===== config.mk =====
export PLATFORM = sky130hd
export DESIGN_NAME = traffic_seq
export DESIGN_NICKNAME = d
export VERILOG_FILES = /design/src/rtl/traffic_pkg.sv /design/src/rtl/traffic_seq_tick.sv /design/src/rtl/traffic_seq.sv
export SDC_FILE = /design/constraint.sdc
export NUM_CORES = 1
export LEC_CHECK = 0
export ABC_AREA = 1
export CELL_PAD_IN_SITES_DETAIL_PLACEMENT = 2
export CELL_PAD_IN_SITES_GLOBAL_PLACEMENT = 2
export CORE_MARGIN = 4
export CORE_UTILIZATION = 37
export CTS_BUF_LIST = sky130_fd_sc_hd__clkbuf_4 sky130_fd_sc_hd__clkbuf_8
export DETAILED_ROUTE_END_ITERATION = 6
export PLACE_DENSITY_LB_ADDON = 0.1
export SKIP_LAST_GASP = 1
export SYNTH_ARGS = -nofsm -noshare
export SYNTH_HDL_FRONTEND = slang
export SYNTH_SLANG_ARGS = --single-unit

===== constraint.sdc =====
create_clock -name clk -period 3.4 [get_ports clk]
set_clock_uncertainty 0.1 [all_clocks]
set_input_delay 1.02 -clock clk [delete_from_list [all_inputs] [get_ports clk]]
set_output_delay 1.02 -clock clk [all_outputs]
set_load 0.01 [all_outputs]

===== src/rtl/traffic_pkg.sv =====
// Shared state encodings and lamp decode for the two-road traffic sequencer.
// Lamp vectors are ordered {g1,y1,r1,g2,y2,r2,d}.
package traffic_pkg;

  typedef logic [2:0] state_t;

  localparam state_t ALLRED_A = 3'd0;
  localparam state_t GREEN1   = 3'd1;
  localparam state_t YELLOW1  = 3'd2;
  localparam state_t ALLRED_B = 3'd3;
  localparam state_t GREEN2   = 3'd4;
  localparam state_t YELLOW2  = 3'd5;

  localparam logic [6:0] L_ALLRED_A = 7'b0010011;
  localparam logic [6:0] L_GREEN1   = 7'b1000011;
  localparam logic [6:0] L_YELLOW1  = 7'b0100010;
  localparam logic [6:0] L_ALLRED_B = 7'b0010010;
  localparam logic [6:0] L_GREEN2   = 7'b0011000;
  localparam logic [6:0] L_YELLOW2  = 7'b0010101;

  function automatic logic [6:0] state_lights(state_t s);
    logic [6:0] l;
    case (s)
      GREEN1:   l = L_GREEN1;
      YELLOW1:  l = L_YELLOW1;
      ALLRED_B: l = L_ALLRED_B;
      GREEN2:   l = L_GREEN2;
      YELLOW2:  l = L_YELLOW2;
      default:  l = L_ALLRED_A;
    endcase
    return l;
  endfunction

  function automatic state_t next_state(state_t s);
    state_t n;
    case (s)
      ALLRED_A: n = GREEN1;
      GREEN1:   n = YELLOW1;
      YELLOW1:  n = ALLRED_B;
      ALLRED_B: n = GREEN2;
      GREEN2:   n = YELLOW2;
      default:  n = ALLRED_A;
    endcase
    return n;
  endfunction

endpackage


===== src/rtl/traffic_seq_tick.sv =====
// Phase-timing prescaler: tick is high for one enabled cycle out of CLK_DIV.
// The count freezes while en is low and resumes where it stopped.
module traffic_tick #(
  parameter int CLK_DIV = 4
) (
  input  logic clk,
  input  logic rst,
  input  logic en,
  output logic tick
);

  localparam int CW = $clog2(CLK_DIV + 1);

  logic [CW-1:0] cnt_q, cnt_d;
  logic          wrap;

  assign wrap = (cnt_q == CW'(CLK_DIV - 1));
  assign tick = en & wrap;

  always_comb begin
    cnt_d = cnt_q;
    if (en) begin
      cnt_d = wrap ? '0 : cnt_q + CW'(1);
    end
  end

  always_ff @(posedge clk or posedge rst) begin
    if (rst) cnt_q <= '0;
    else     cnt_q <= cnt_d;
  end

endmodule


===== src/rtl/traffic_seq.sv =====
// Two-road traffic-light sequencer: FSM, dwell counter and side-road request
// latch. Lamps, direction flag and phase strobe are all registered.
module traffic_seq
  import traffic_pkg::*;
#(
  parameter int CLK_DIV  = 4,
  parameter int T_GREEN  = 5,
  parameter int T_YELLOW = 2,
  parameter int T_ALLRED = 1
) (
  input  logic clk,
  input  logic rst,
  input  logic en,
  input  logic car2,
  output logic g1,
  output logic y1,
  output logic r1,
  output logic g2,
  output logic y2,
  output logic r2,
  output logic d,
  output logic phase_strobe
);

  localparam int TGY  = (T_GREEN > T_YELLOW) ? T_GREEN : T_YELLOW;
  localparam int TMAX = (TGY > T_ALLRED) ? TGY : T_ALLRED;
  localparam int DW   = $clog2(TMAX + 1);

  logic          tick;
  state_t        state_q, state_d;
  logic [DW-1:0] dwell_q, dwell_d, dwell_last;
  logic          req_q, req_d;
  logic [6:0]    lights_q, lights_d;
  logic          strobe_q, strobe_d;
  logic          legal;

  traffic_tick #(
    .CLK_DIV(CLK_DIV)
  ) u_tick (
    .clk (clk),
    .rst (rst),
    .en  (en),
    .tick(tick)
  );

  always_comb begin
    dwell_last = '0;
    case (state_q)
      GREEN1, GREEN2:   dwell_last = DW'(T_GREEN - 1);
      YELLOW1, YELLOW2: dwell_last = DW'(T_YELLOW - 1);
      default:          dwell_last = DW'(T_ALLRED - 1);
    endcase
  end

  assign legal = (state_q <= YELLOW2);

  always_comb begin
    state_d = state_q;
    dwell_d = dwell_q;
    req_d   = req_q;
    if (!legal) begin
      state_d = ALLRED_A;
      dwell_d = '0;
    end else if (tick) begin
      if (dwell_q == dwell_last) begin
        // road 1 rests on green, dwell saturated, until a request shows up
        if (state_q != GREEN1 || req_q || car2) begin
          state_d = next_state(state_q);
          dwell_d = '0;
        end
      end else begin
        dwell_d = dwell_q + DW'(1);
      end
    end
    if (en && car2 && state_q != GREEN2) req_d = 1'b1;
    if (state_d == GREEN2 && state_q != GREEN2) req_d = 1'b0;
  end

  assign lights_d = state_lights(state_d);
  assign strobe_d = (state_d != state_q);

  always_ff @(posedge clk or posedge rst) begin
    if (rst) begin
      state_q  <= ALLRED_A;
      dwell_q  <= '0;
      req_q    <= 1'b0;
      lights_q <= L_ALLRED_A;
      strobe_q <= 1'b0;
    end else begin
      state_q  <= state_d;
      dwell_q  <= dwell_d;
      req_q    <= req_d;
      lights_q <= lights_d;
      strobe_q <= strobe_d;
    end
  end

  assign {g1, y1, r1, g2, y2, r2, d} = lights_q;
  assign phase_strobe = strobe_q;

endmodule


==> reports/qor.txt, run 1 <==
=====================================================================================
Routed length per instance                                                    16.0 µm
Root buffer selected by CTS                                              sky130_fd_sc_hd__clkbuf_4
Critical path class                                                         in -> reg
H-tree depth                                                                        1
Final hold violation count                                                          0
Slack of the critical path                                                     595 ps
Most frequent cells in the layout                                        sky130_fd_sc_hd__nand2_1, sky130_fd_sc_hd__dfrtp_1, sky130_fd_sc_hd__nor2_1
Post-Syn Area per Cell                                                       8.91 µm²
Syn nets                                                                          114
Iter 0 DRT Violations                                                              16
Vias post-DR                                                                      786
TritonCTS Sinks                                                                    18
Leading area contributor after synthesis                                 sky130_fd_sc_hd__dfrtp_1
Total detailed-routing wirelength                                             2430 µm
Total Negative Setup Slacks                                                      0 ps
Port buffer count                                                                  11
Peak VDD IR                                                                  0.452 mV
Pins over their slew limit                                                          0
Clock tree from TritonCTS                                                        done
Total Die Area                                                               3430 µm²
Core ar.                                                                     2450 µm²
Synth top area cells                                                     sky130_fd_sc_hd__dfrtp_1, sky130_fd_sc_hd__dfstp_2, sky130_fd_sc_hd__nand2_1
Seq/Total Area, Yosys                                                           0.481
Data arrival time at the worst-slack endpoint                                 2900 ps
Number of top-level pins                                                           12
Maximum number of pins on one net before global-route repair                       19
Most frequent standard cell in the layout excluding fill and tap cells   sky130_fd_sc_hd__nand2_1
Period utilisation layout                                                       0.825
Post-place setup slack                                                         257 ps
Hold-fix buffers, CTS                                                               0
Class of the most critical hold timing path                                reg -> reg
FILL cells                                                                        281
First-pass GRT wire length                                                    4200 µm
Storage cell area                                                             454 µm²
Cell count after synthesis                                                        106
Ratio of routed vias to standard cells                                           5.17
Number of nets at the end of the flow                                             131
Routability Congestion                                                          0.766
Share of the synthesized netlist area taken by xor and xnor gates             0.00927
Worst Setup Start Kind                                                   primary input
Highest clock frequency the design can meet                                   356 MHz
Share of cell area taken by muxes after synthesis                              0.0119
Combined global-route utilization of all metal layers                           0.163
Post-CTS Setup Inserts                                                              0
Total number of yosys warnings                                                      0
CTS clock-pin slew for the worst setup and hold paths                          100 ps
Number of setup violations in the final report                                      0
Cell area after technology mapping                                            945 µm²
Main combinational cell family by area after synthesis                   simple AND/OR/NAND/NOR gates
Complex-gate fraction of the synthesized area                                  0.0636
Pwr/cell area                                                             1020 nW/µm²
Number of unique standard cell types used by synthesis                             23
Antenna diodes                                                                      0
Die height                                                                    58.5 µm
Area taken by multi-input logic gates                                         434 µm²
Simple-Gate Fraction of Synth Area                                              0.322
Maximum fanout along the worst path                                                 5
MaxCap Viol Count                                                                   0
Clock buffer count from CTS                                                         3
DRC violations left                                                                 0
Synthesized flop and latch total                                                   18
Post-synth top area share                                                       0.397
Via count of the first global-routing pass                                        908
Area growth from synthesis to layout                                            20.3%
Adder-cell share of the synthesized area                                       0.0530
Antenna Nets Post-Route                                                             0
Worst Hold Slack                                                               424 ps
Clk buf depth                                                                       2
Slew at the pin closest to its max-slew limit                                  693 ps
Initial core utilization                                                        0.385
Share of final-layout standard cells stronger than drive strength 1             0.230
Endpoint required time on the critical path                                   3500 ps
Worst Setup End Kind                                                        flip-flop
Period minus WS final                                                         2810 ps
Count of instances resized after the clock tree is built                            0
First drt pass iteration count                                                      2
Worst skew pair latency                                                        290 ps
Result of the run                                                        complete, no violations
Die X-Extent                                                                  58.5 µm
Max_slew headroom                                                               0.537
Initial antenna violation count                                                     0
Total number of placement rows                                                     18
Overall overflow remaining after global route                                       0
Unrepaired setup endpoints after global routing                                 false
Static leakage                                                               0.552 nW
Half-perimeter wire length after detailed placement                           1910 µm
=====================================================================================
## flip-flops by register name (all words and copies together), names as in the netlist
| name | count |
|---|---|
| lights_q | 7 |
| dwell_q | 3 |
| state_q | 3 |
| u_tick.cnt_q | 3 |
| phase_strobe | 1 |
| req_q | 1 |
## cell type report
class	count	area share
Clock buffer	4	0.0319
Inverter	15	0.0496
Multi-Input combinational cell	73	0.382
Sequential cell	18	0.400
Tap cell	30	0.0330
Timing Repair Buffer	12	0.104
## final timing paths
kind / slack (ps) / cells past startpoint / from / end
setup / recovery: 590 / 12 / car2 / lights_q[3]
setup reg to reg: 1190 / 14 / state_q[0] / lights_q[3]
hold / removal: 420 / 2 / u_tick.cnt_q[2] / u_tick.cnt_q[2]
max in group asynchronous: 1740 / 2 / rst / u_tick.cnt_q[1]
hold reg to reg: 420 / 2 / u_tick.cnt_q[2] / u_tick.cnt_q[2]
min in group asynchronous: 1020 / 2 / rst / lights_q[2]
## cell usage after synthesis (all sizes together)
master,number
clkinv,1
mux2,1
dfrtp,15
o21ai,5
nor2,16
inv,14
and3,1
or2,1
nand4,5
o22ai,1
dfstp,3
xnor2,1
a21oi,5
nand2,22
ha,4
nand3,11
## through the flow
step            util  power (mW)  area (µm²)  cells
2_1_floorplan      -       0.815         945    106
3_3_place_gp   0.448       0.990        1100    148
3_5_place_dp   0.448        1.03        1100    148
4_1_cts        0.463        1.18        1140    152
5_1_grt        0.463        1.27        1140    152
6_report       0.463        1.16        1140    152
## power breakdown
part	leakage (nW)	internal (mW)	switching, mW	total (mW)
clock network	0.0210	0.0653	0.0692	0.134
registers	0.225	0.311	0.0717	0.382
logic	0.306	0.239	0.403	0.642
total	0.552	0.615	0.543	1.16
## worst max-delay path: stages
cell and delay [ps]:
sky130_fd_sc_hd__clkdlybuf4s50_1 420, sky130_fd_sc_hd__or2_2 270, sky130_fd_sc_hd__nor2_1 200, sky130_fd_sc_hd__nor2_4 80, sky130_fd_sc_hd__nand4_1 120, sky130_fd_sc_hd__nand2_2 100, sky130_fd_sc_hd__nand2_2 100, sky130_fd_sc_hd__inv_2 70
sky130_fd_sc_hd__ha_1 290, sky130_fd_sc_hd__inv_1 70, sky130_fd_sc_hd__nor2_1 110, sky130_fd_sc_hd__nor2_1 50
## cells by family (layout without fill, tap and decap cells)
logic type	Yosys count	in the layout
XOR/XNOR	1	1
adder cells (fa/ha/maj)	4	4
buffers and inverters	15	31
AND/OR/NAND/NOR	56	56
AO/OA/AOI/OAI	11	11
multiplexers	1	1
flip-flops	18	18
## per-layer routing
metal,GRT usage,wire (µm)
met4,0.0497,25
met2,0.317,1390
met5,0,0
met3,0.0197,28
met1,0.181,989
No activity file was read; power rests on OpenSTA's default activity.
==> run 2, diff against run 1 <==
Settings changed: CORE_UTILIZATION 37 to 34.
Clock period 3.4 ns to 2.6 ns, I/O delays scaled along.
==> run 2 against run 1 <==
  * Wire length is 7.8% higher
  * Global-route usage is 0.71 points higher
  * Sequential share of layout area is 2.3 points lower
  * Combinational power is 45% higher
  * Utilization is 0.70 points higher
  * Sequential power is 30% higher
  * Count of clock-buffer cells in the layout stayed put
  * First-iteration DRC count is 31% higher
  * Die area is 7.6% higher
  * Via count is 5.2% higher
  * Register-to-register slack worse by 790 ps
==> reports/qor.txt, run 2 (synthesized netlist as in run 1, its figures left out) <==
=====================================================================================
Period utilisation layout                                                       0.947
Clock tree from TritonCTS                                                        done   unchanged
Class of the most critical hold timing path                                reg -> reg   unchanged
Pwr/cell area                                                             1330 nW/µm²   was 1020 nW/µm²
Antenna Nets Post-Route                                                             0   unchanged
Critical Path Max Stage Delay                                                  410 ps   was 420 ps
Final hold violation count                                                          0   unchanged
Number of setup violations in the final report                                      0   unchanged
Pins over their slew limit                                                          0   unchanged
Port buffer count                                                                  11   unchanged
Worst Setup Start Kind                                                   primary input   unchanged
Share of final-layout standard cells stronger than drive strength 1             0.290   was 0.230
Critical path class                                                         in -> reg   unchanged
Core ar.                                                                     2570 µm²   was 2450 µm²
Total power after layout                                                      1.61 mW   was 1.16 mW
H-tree depth                                                                        1   unchanged
End-of-flow core utilization                                                    0.470   was 0.463
Peak VDD IR                                                                  0.573 mV   was 0.452 mV
Storage cell area                                                             454 µm²   unchanged
Vias post-DR                                                                      827   was 786
Maximum number of pins on one net before global-route repair                       19   unchanged
Iter 0 DRT Violations                                                              21   was 16
Via count of the first global-routing pass                                        958   was 908
Total detailed-routing wirelength                                             2620 µm   was 2430 µm
Initial antenna violation count                                                     0   unchanged
Most flops, register                                                         lights_q   unchanged
Slowest library cell on the worst path                                   sky130_fd_sc_hd__clkdlybuf4s50_1   unchanged
Number of top-level pins                                                           12   unchanged
Die X-Extent                                                                  60.7 µm   was 58.5 µm
Result of the run                                                        complete, no violations   unchanged
Worst Setup End Kind                                                        flip-flop   unchanged
Area taken by multi-input logic gates                                         437 µm²   was 434 µm²
First drt pass iteration count                                                      4   was 2
Data arrival time at the worst-slack endpoint                                 2550 ps   was 2900 ps
CTS clock-pin slew for the worst setup and hold paths                          100 ps   about the same
Antenna diodes                                                                      0   unchanged
Count of instances resized after the clock tree is built                            0   unchanged
Overall overflow remaining after global route                                       0   unchanged
Maximum fanout along the worst path                                                 4   was 5
Max_slew headroom                                                               0.531   was 0.537
Total Die Area                                                               3690 µm²   was 3430 µm²
Total number of placement rows                                                     18   unchanged
Largest register FFs                                                                7   unchanged
TritonCTS Sinks                                                                    18   unchanged
Combined global-route utilization of all metal layers                           0.170   was 0.163
FILL cells                                                                        304   was 281
Routed length per instance                                                    16.3 µm   was 16.0 µm
Most frequent cells in the layout                                        sky130_fd_sc_hd__nand2_1, sky130_fd_sc_hd__dfrtp_1, sky130_fd_sc_hd__inv_1, sky130_fd_sc_hd__nor2_1, sky130_fd_sc_hd__clkdlybuf4s50_1   was sky130_fd_sc_hd__nand2_1, sky130_fd_sc_hd__dfrtp_1, sky130_fd_sc_hd__nor2_1
Hold-fix buffers, CTS                                                               0   unchanged
Die height                                                                    60.7 µm   was 58.5 µm
Half-perimeter wire length after detailed placement                           2080 µm   was 1910 µm
Clk buf depth                                                                       2   unchanged
Highest clock frequency the design can meet                                   406 MHz
Slew at the pin closest to its max-slew limit                                  703 ps   was 693 ps
First-pass GRT wire length                                                    4470 µm   was 4200 µm
Unrepaired setup endpoints after global routing                                 false   unchanged
Cells along the critical path                                            clkdlybuf4s50_1, or2_2, nor2_2, nor2_4, nand4_1, nand2_2, nand2_2, inv_2, ha_1, inv_1, nor2_1, nor2_1   was clkdlybuf4s50_1, or2_2, nor2_1, nor2_4, nand4_1, nand2_2, nand2_2, inv_2, ha_1, inv_1, nor2_1, nor2_1
Most frequent standard cell in the layout excluding fill and tap cells   sky130_fd_sc_hd__nand2_1   unchanged
Worst skew pair latency                                                        300 ps   was 290 ps
Routability Congestion                                                          0.796   was 0.766
Root buffer selected by CTS                                              sky130_fd_sc_hd__clkbuf_4   unchanged
Static leakage                                                               0.595 nW   was 0.552 nW
Period minus WS final                                                         2460 ps
DRC violations left                                                                 0   unchanged
Post-CTS Setup Inserts                                                              0   unchanged
Clock buffer count from CTS                                                         3   unchanged
Number of nets at the end of the flow                                             140   was 131
Ratio of routed vias to standard cells                                           5.14   was 5.17
MaxCap Viol Count                                                                   0   unchanged
Initial core utilization                                                        0.368   was 0.385
Endpoint required time on the critical path                                   2690 ps   was 3500 ps
Area growth from synthesis to layout                                            27.7%   was 20.3%
=====================================================================================
run 2: cell count changes in the layout (fill, tap and decap cells not counted):
cell                     previous run  this run
sky130_fd_sc_hd__buf_4              1        10
sky130_fd_sc_hd__nor2_1            12        11
sky130_fd_sc_hd__nor2_2             1         2
run 2: critical path: cells and delay by family:
| kind | cells | cell delay [ps] |
|---|---|---|
| adder cells (fa/ha/maj) | 1 | 280 |
| buffers and inverters | 3 | 520 |
| AND/OR/NAND/NOR | 8 | 960 |
run 2: power breakdown:
| part | leakage, nW | total (mW) | internal (mW) | switching (mW) |
|---|---|---|---|---|
| Sequential | 0.225 | 0.497 | 0.406 | 0.0914 |
| Clock | 0.0210 | 0.175 | 0.0853 | 0.0901 |
| Combinational | 0.349 | 0.934 | 0.377 | 0.557 |
| Total | 0.595 | 1.61 | 0.868 | 0.738 |
run 2: area by class of cell:
class                           instances  area share
Sequential cell                        18       0.377
Multi-Input combinational cell         73       0.362
Timing Repair Buffer                   21       0.154
Inverter                               15      0.0467
Tap cell                               30      0.0311
Clock buffer                            4      0.0301
run 2: stage by stage:
stage               instance area [µm²]  cells  hold WS, ps  setup slack, ps  TNS (ps)
finish                             1210    161          411              137         0
floorplan                           945    106          363              335         0
global route                       1210    161          448             11.4         0
global placement                   1170    157          377             -130      -266
CTS                                1200    161          417             81.0         0
detailed placement                 1170    157          392             -204      -578
run 2: worst paths after layout:
kind	from	end	slack (ps)	cells after the start
setup / recovery	car2	lights_q[3]	140	12
hold / removal	req_q	req_q	410	2
setup reg to reg	state_q[0]	lights_q[3]	400	14
hold reg to reg	req_q	req_q	410	2
max in group asynchronous	rst	u_tick.cnt_q[1]	1160	2
min in group asynchronous	rst	state_q[2]	790	2
run 2: per-layer routing:
layer | share of wire | vias up | GRT usage
li1 | - | 394 | -
met1 | 0.40 | 427 | 0.184
met2 | 0.58 | 4 | 0.327
met3 | 0.016 | 2 | 0.0277
met4 | 0.0061 | 0 | 0.0650
met5 | 0 | - | 0
==> edit 1 (settings of run 2) <==
Register the output `y1`, cleared by the reset; this adds one clock of latency there. The other outputs are not delayed to match.
--- a/src/rtl/traffic_seq.sv
+++ b/src/rtl/traffic_seq.sv
@@ -25,6 +25,8 @@
   localparam int TGY  = (T_GREEN > T_YELLOW) ? T_GREEN : T_YELLOW;
   localparam int TMAX = (TGY > T_ALLRED) ? TGY : T_ALLRED;
   localparam int DW   = $clog2(TMAX + 1);
+
+  logic y1_d;
 
   logic          tick;
   state_t        state_q, state_d;
@@ -95,8 +97,16 @@
     end
   end
 
-  assign {g1, y1, r1, g2, y2, r2, d} = lights_q;
+  assign {g1, y1_d, r1, g2, y2, r2, d} = lights_q;
   assign phase_strobe = strobe_q;
+
+  always_ff @(posedge clk or posedge rst) begin
+    if (rst) begin
+      y1 <= '0;
+    end else begin
+      y1 <= y1_d;
+    end
+  end
 
 endmodule
 
Check against the original RTL: same outputs for any inputs over 10 cycles, from zero or initial values and one cycle with rst high; that may be too few to reach the edited logic, so the function may still have changed.
==> edit 1 against run 2 <==
  * Sequential cell count rose by 1
  * Count of clock-buffer cells in the layout down 1
  * Largest power group unchanged
  * Area after synthesis grew 16%
  * Setup slack improved by 0.060 ns
  * Total power is 2.3% lower
  * Cell area is 10% higher
  * Routed wire length rose by 0.15%
  * Clock power decreased by 13%
  * Critical endpoint is now lights_q[5]$_DFF_PP0_
  * Final cell count is 17% higher
  * Hold slack got worse by 0.14 ns
  * Utilization fell by 3.5 points
  * Register-to-register slack got worse by 0.12 ns
  * Critical path depth is the same
  * Die area rose by 14%
==> edit 1: results (changes against run 2) <==
count of different cell masters after synthesis=24 (+4.3%); synth top area cells=dfrtp_1 37%, dfstp_2 7.2%, nand3_1 6.9%, nand2_1 6.5%, nand3_2 6.4%; Seq/Total Area, Yosys=0.4387 (-0.04208); syn_nets=131 (+15%); global-route wire length before repair=4747 um (+6.2%); Avg Inst Size Synth=8.880 um^2 (-0.35%); dpl cells=185 (+18%); Worst-Margin Slew=0.4699 ns (-0.2330 ns); filler instances=362 (+19%); Final HPWL DP=2130 um (+2.4%); DRT Pass-1 Iters=3 (-1); gpl congestion=0.8045 (+1.1%); Cell Count, Final, Fillers Out=189 (+17%); met1 Usage GRT=0.1914 (+0.007671); CP delay by family, top=buffers and inverters; top cells by count, synth=19 x nand2_1, 16 x dfrtp_1, 15 x inv_1, 15 x nand3_1, 8 x nand2_2; largest net degree at the start of global routing=20 (+1); vias in the first global route=1006 (+5.0%); vias=902 (+9.1%); layout cells sized above 1=0.3034 (+0.01337); met3 layer wire length in the routed design=71 um (+73%); status=complete, no violations; worst slack, placed=-0.1428 ns (+0.06131 ns); M2 GR Usage=0.2487 (-0.07801); CP max stage delay=0.49 ns (+0.08 ns); Leakage=0.6553 nW (+10%); Cell Area, Placed=1299 um^2 (+11%); critical path data arrival time=2.51 ns (-0.04 ns); M3 GR Usage=0.01733 (-0.01033); GRT Util Overall=0.1470 (-0.02314); WL/cell=13.87 um (-15%)
edit 1: cell count changes after synthesis, moves of 2 or more:
cell	delta
nand3_1	+9
nand2_2	+3
o21ai_0	-2
nor2_1	-6
inv_1	+4
buf_6	+3
nand2_1	+2
nand3_2	+2
edit 1: final timing paths:
check	startpoint	to	slack, ns	cells past startpoint
min in group asynchronous	rst	lights_q[3]$_DFF_PP0_	0.69	3
worst max-delay path	en	lights_q[5]$_DFF_PP0_	0.20	12
worst min-delay path	lights_q[5]$_DFF_PP0_	y1$_DFF_PP0_	0.27	0
max in group asynchronous	rst	lights_q[1]$_DFF_PP1_	1.45	3
worst max register to register	state_q[1]$_DFF_PP0_	lights_q[5]$_DFF_PP0_	0.28	12
worst min register to register	lights_q[5]$_DFF_PP0_	y1$_DFF_PP0_	0.27	0
edit 1: cell families after synthesis:
group,after synthesis,share of synthesized area
buf+inv,23,0.1054
compound gates,10,0.05384
fa+ha+maj,4,0.04582
simple gates,65,0.3402
xor+xnor,2,0.01604
flops,19,0.4387
edit 1: final cells by class:
cell class	count	area, um^2	area share
multi-input cells	81	498.0	0.3755
flip-flops and latches	19	479.2	0.3613
repair buffers	21	185.2	0.1396
inverters	20	81.33	0.06132
well taps	44	55.05	0.04151
clock buffers	3	22.52	0.01698
clock inverters	1	5.005	0.003774
edit 1: power by group through the flow:
stage	registers (mW)	clock network (mW)	logic, mW
final	0.538	0.152	0.880
after global routing	0.558	0.175	1.00
after CTS	0.541	0.163	0.899
after detailed placement	0.548	0	0.890
after global placement	0.539	0	0.845
after floorplan	0.492	0	0.672
==> edit 2 (flow settings as in run 2) <==
Made on the original files. `T_GREEN`: 5 -> 10.
--- a/src/rtl/traffic_seq.sv
+++ b/src/rtl/traffic_seq.sv
@@ -4,7 +4,7 @@
   import traffic_pkg::*;
 #(
   parameter int CLK_DIV  = 4,
-  parameter int T_GREEN  = 5,
+  parameter int T_GREEN  = 10,
   parameter int T_YELLOW = 2,
   parameter int T_ALLRED = 1
 ) (
Check against the original RTL: same outputs for any inputs over 10 cycles, from zero or initial values and one cycle with rst high; that may be too few to reach the edited logic, so the function may still have changed.
==> edit 2 against run 2 <==
  * Cell area increased by 2.1%
  * Setup slack gained 0.059 ns
  * Die area grew 4.4%
  * Utilization shrank 2.7 points
  * Count of clock-buffer cells in the layout did not move
  * Area after synthesis up 5.0%
  * Routed wire length grew 1.2%
  * Sequential cell count increased by 1
  * Total power down 27%
==> edit 2: results (changes against run 2) <==
Core Region=2781 um^2 (+8.3%); critical path data arrival time=2.54 ns (about the same); r2r worst-path depth=13 (-1); initial drt markers=27 (+29%); synth top area cells=dfrtp_1 40%, nand2_1 8.3%, dfstp_2 7.9%, inv_1 5.7%, nand3_2 5.0%; worst slack, placed=-0.05355 ns (+0.1506 ns); dpl cells=161 (+2.5%); initial antenna violation count=0 (unchanged); filler instances=315 (+3.6%); vias in the first global route=948 (-1.0%); drt total wl=2649 um (+1.2%); min-delay src=u_tick.cnt_q[2]$_DFFE_PP0P_; Leakage=0.6281 nW (+5.6%); status=complete, no violations; Final HPWL DP=2060 um (-0.93%); Resized Gates After CTS=0 (unchanged); WL/cell=16.05 um (-1.3%); vias=820 (-0.85%); Post-synth top flop=dfrtp_1; reg-to-reg setup timing slack=0.42 ns (+0.02 ns); Worst slew margin=0.7779 (+0.2471); RR Endpoint=lights_q[2]$_DFF_PP0_; TritonCTS buffer count=3 (unchanged); Avg Inst Size Synth=8.939 um^2 (+0.30%); syn_nets=118 (+3.5%); path category of the worst min-delay check=reg2reg; global-route wire length before repair=4526 um (+1.2%); Fin. Hold Viols=0 (unchanged); CP delay by family, top=simple AND/OR/NAND/NOR gates; worst vdd ir=0.0004633 V (-19%); Seq/Total Area, Yosys=0.4830 (+0.002181); count of different cell masters after synthesis=29 (+26%); layout cells sized above 1=0.2761 (-0.01396); largest net degree at the start of global routing=20 (+1); top cells by count, synth=22 x nand2_1, 16 x dfrtp_1, 15 x inv_1; endpoint class of the critical path=register; crit path max-delay cell type=clkdlybuf4s50_1; min Tclk post-route=2.404 ns (-0.05876 ns); Cell Area, Placed=1201 um^2 (+2.9%); CP max stage delay=0.43 ns (+0.02 ns); gpl congestion=0.7493 (-5.9%); CP max FO=3 (-1); Final nets=142 (+1.4%); utilization after layout=0.4426 (-0.02714); GRT Util Overall=0.1665 (-0.003722)
==> edit 2: cell types whose count changed after synthesis, sizes merged, moves of 2 or more <==
cell	run 2	this run
inv	14	19
nand2	22	26
nor2	16	12
a21oi	5	3
a22oi	0	2
nand4	5	3
==> edit 2: worst min path at each step <==
stage                                   to  cells past startpoint  slack [ns]
3_5_place_dp   u_tick.cnt_q[2]$_DFFE_PP0P_                      2        0.41
5_1_grt        u_tick.cnt_q[2]$_DFFE_PP0P_                      2        0.45
2_1_floorplan  u_tick.cnt_q[2]$_DFFE_PP0P_                      2        0.37
4_1_cts        u_tick.cnt_q[2]$_DFFE_PP0P_                      2        0.43
6_report       u_tick.cnt_q[2]$_DFFE_PP0P_                      2        0.42
3_3_place_gp   u_tick.cnt_q[2]$_DFFE_PP0P_                      2        0.39
==> edit 2: cell families after synthesis <==
kind of cell    count (synthesis)  synth area share
mux                             1           0.01009
fa+ha+maj                       3           0.03784
buf+inv                        19           0.07187
flops                          19            0.4830
xor+xnor                        1          0.008829
simple gates                   55            0.2938
compound gates                 13           0.09458
==> edit 2: routing by layer <==
metal  share of wire  track usage
met4           0.028      0.07576
met5               0            0
met3           0.033      0.04959
met1            0.39       0.1774
met2            0.54       0.2988
==> edit 2: per-stage QoR <==
stage | TNS, ns | power [mW]
finish | 0 | 1.170
global placement | 0 | 0.9727
global route | 0 | 1.281
CTS | 0 | 1.196
floorplan | 0 | 0.8025
detailed placement | -0.07055 | 1.015
==> edit 2: area by class of cell <==
type	instances	share of cell area
clock buffers	4	0.02439
inverters	19	0.05793
multi-input cells	73	0.3587
flip-flops and latches	19	0.3892
well taps	31	0.03150
repair buffers	19	0.1382
==> edit 2: worst reg2reg max path, stage by stage (launching register included) <==
cell,delay [ns]
dfrtp_1,0.43
nor2_1,0.11
nand2_1,0.16
nand3_2,0.13
nand2_2,0.06
nor2_4,0.14
nand3_2,0.15
nand2_1,0.11
o21ai_2,0.07
nor2_2,0.13
ha_1,0.26
inv_1,0.10
nand2_1,0.07
nor2_1,0.09
==> edit 2: power by group <==
group | switching (mW) | total [mW] | internal, mW | leakage [nW]
logic | 0.320 | 0.551 | 0.231 | 0.386
clock network | 0.0928 | 0.163 | 0.0704 | 0.0184
registers | 0.0631 | 0.456 | 0.393 | 0.224
total | 0.476 | 1.17 | 0.694 | 0.628
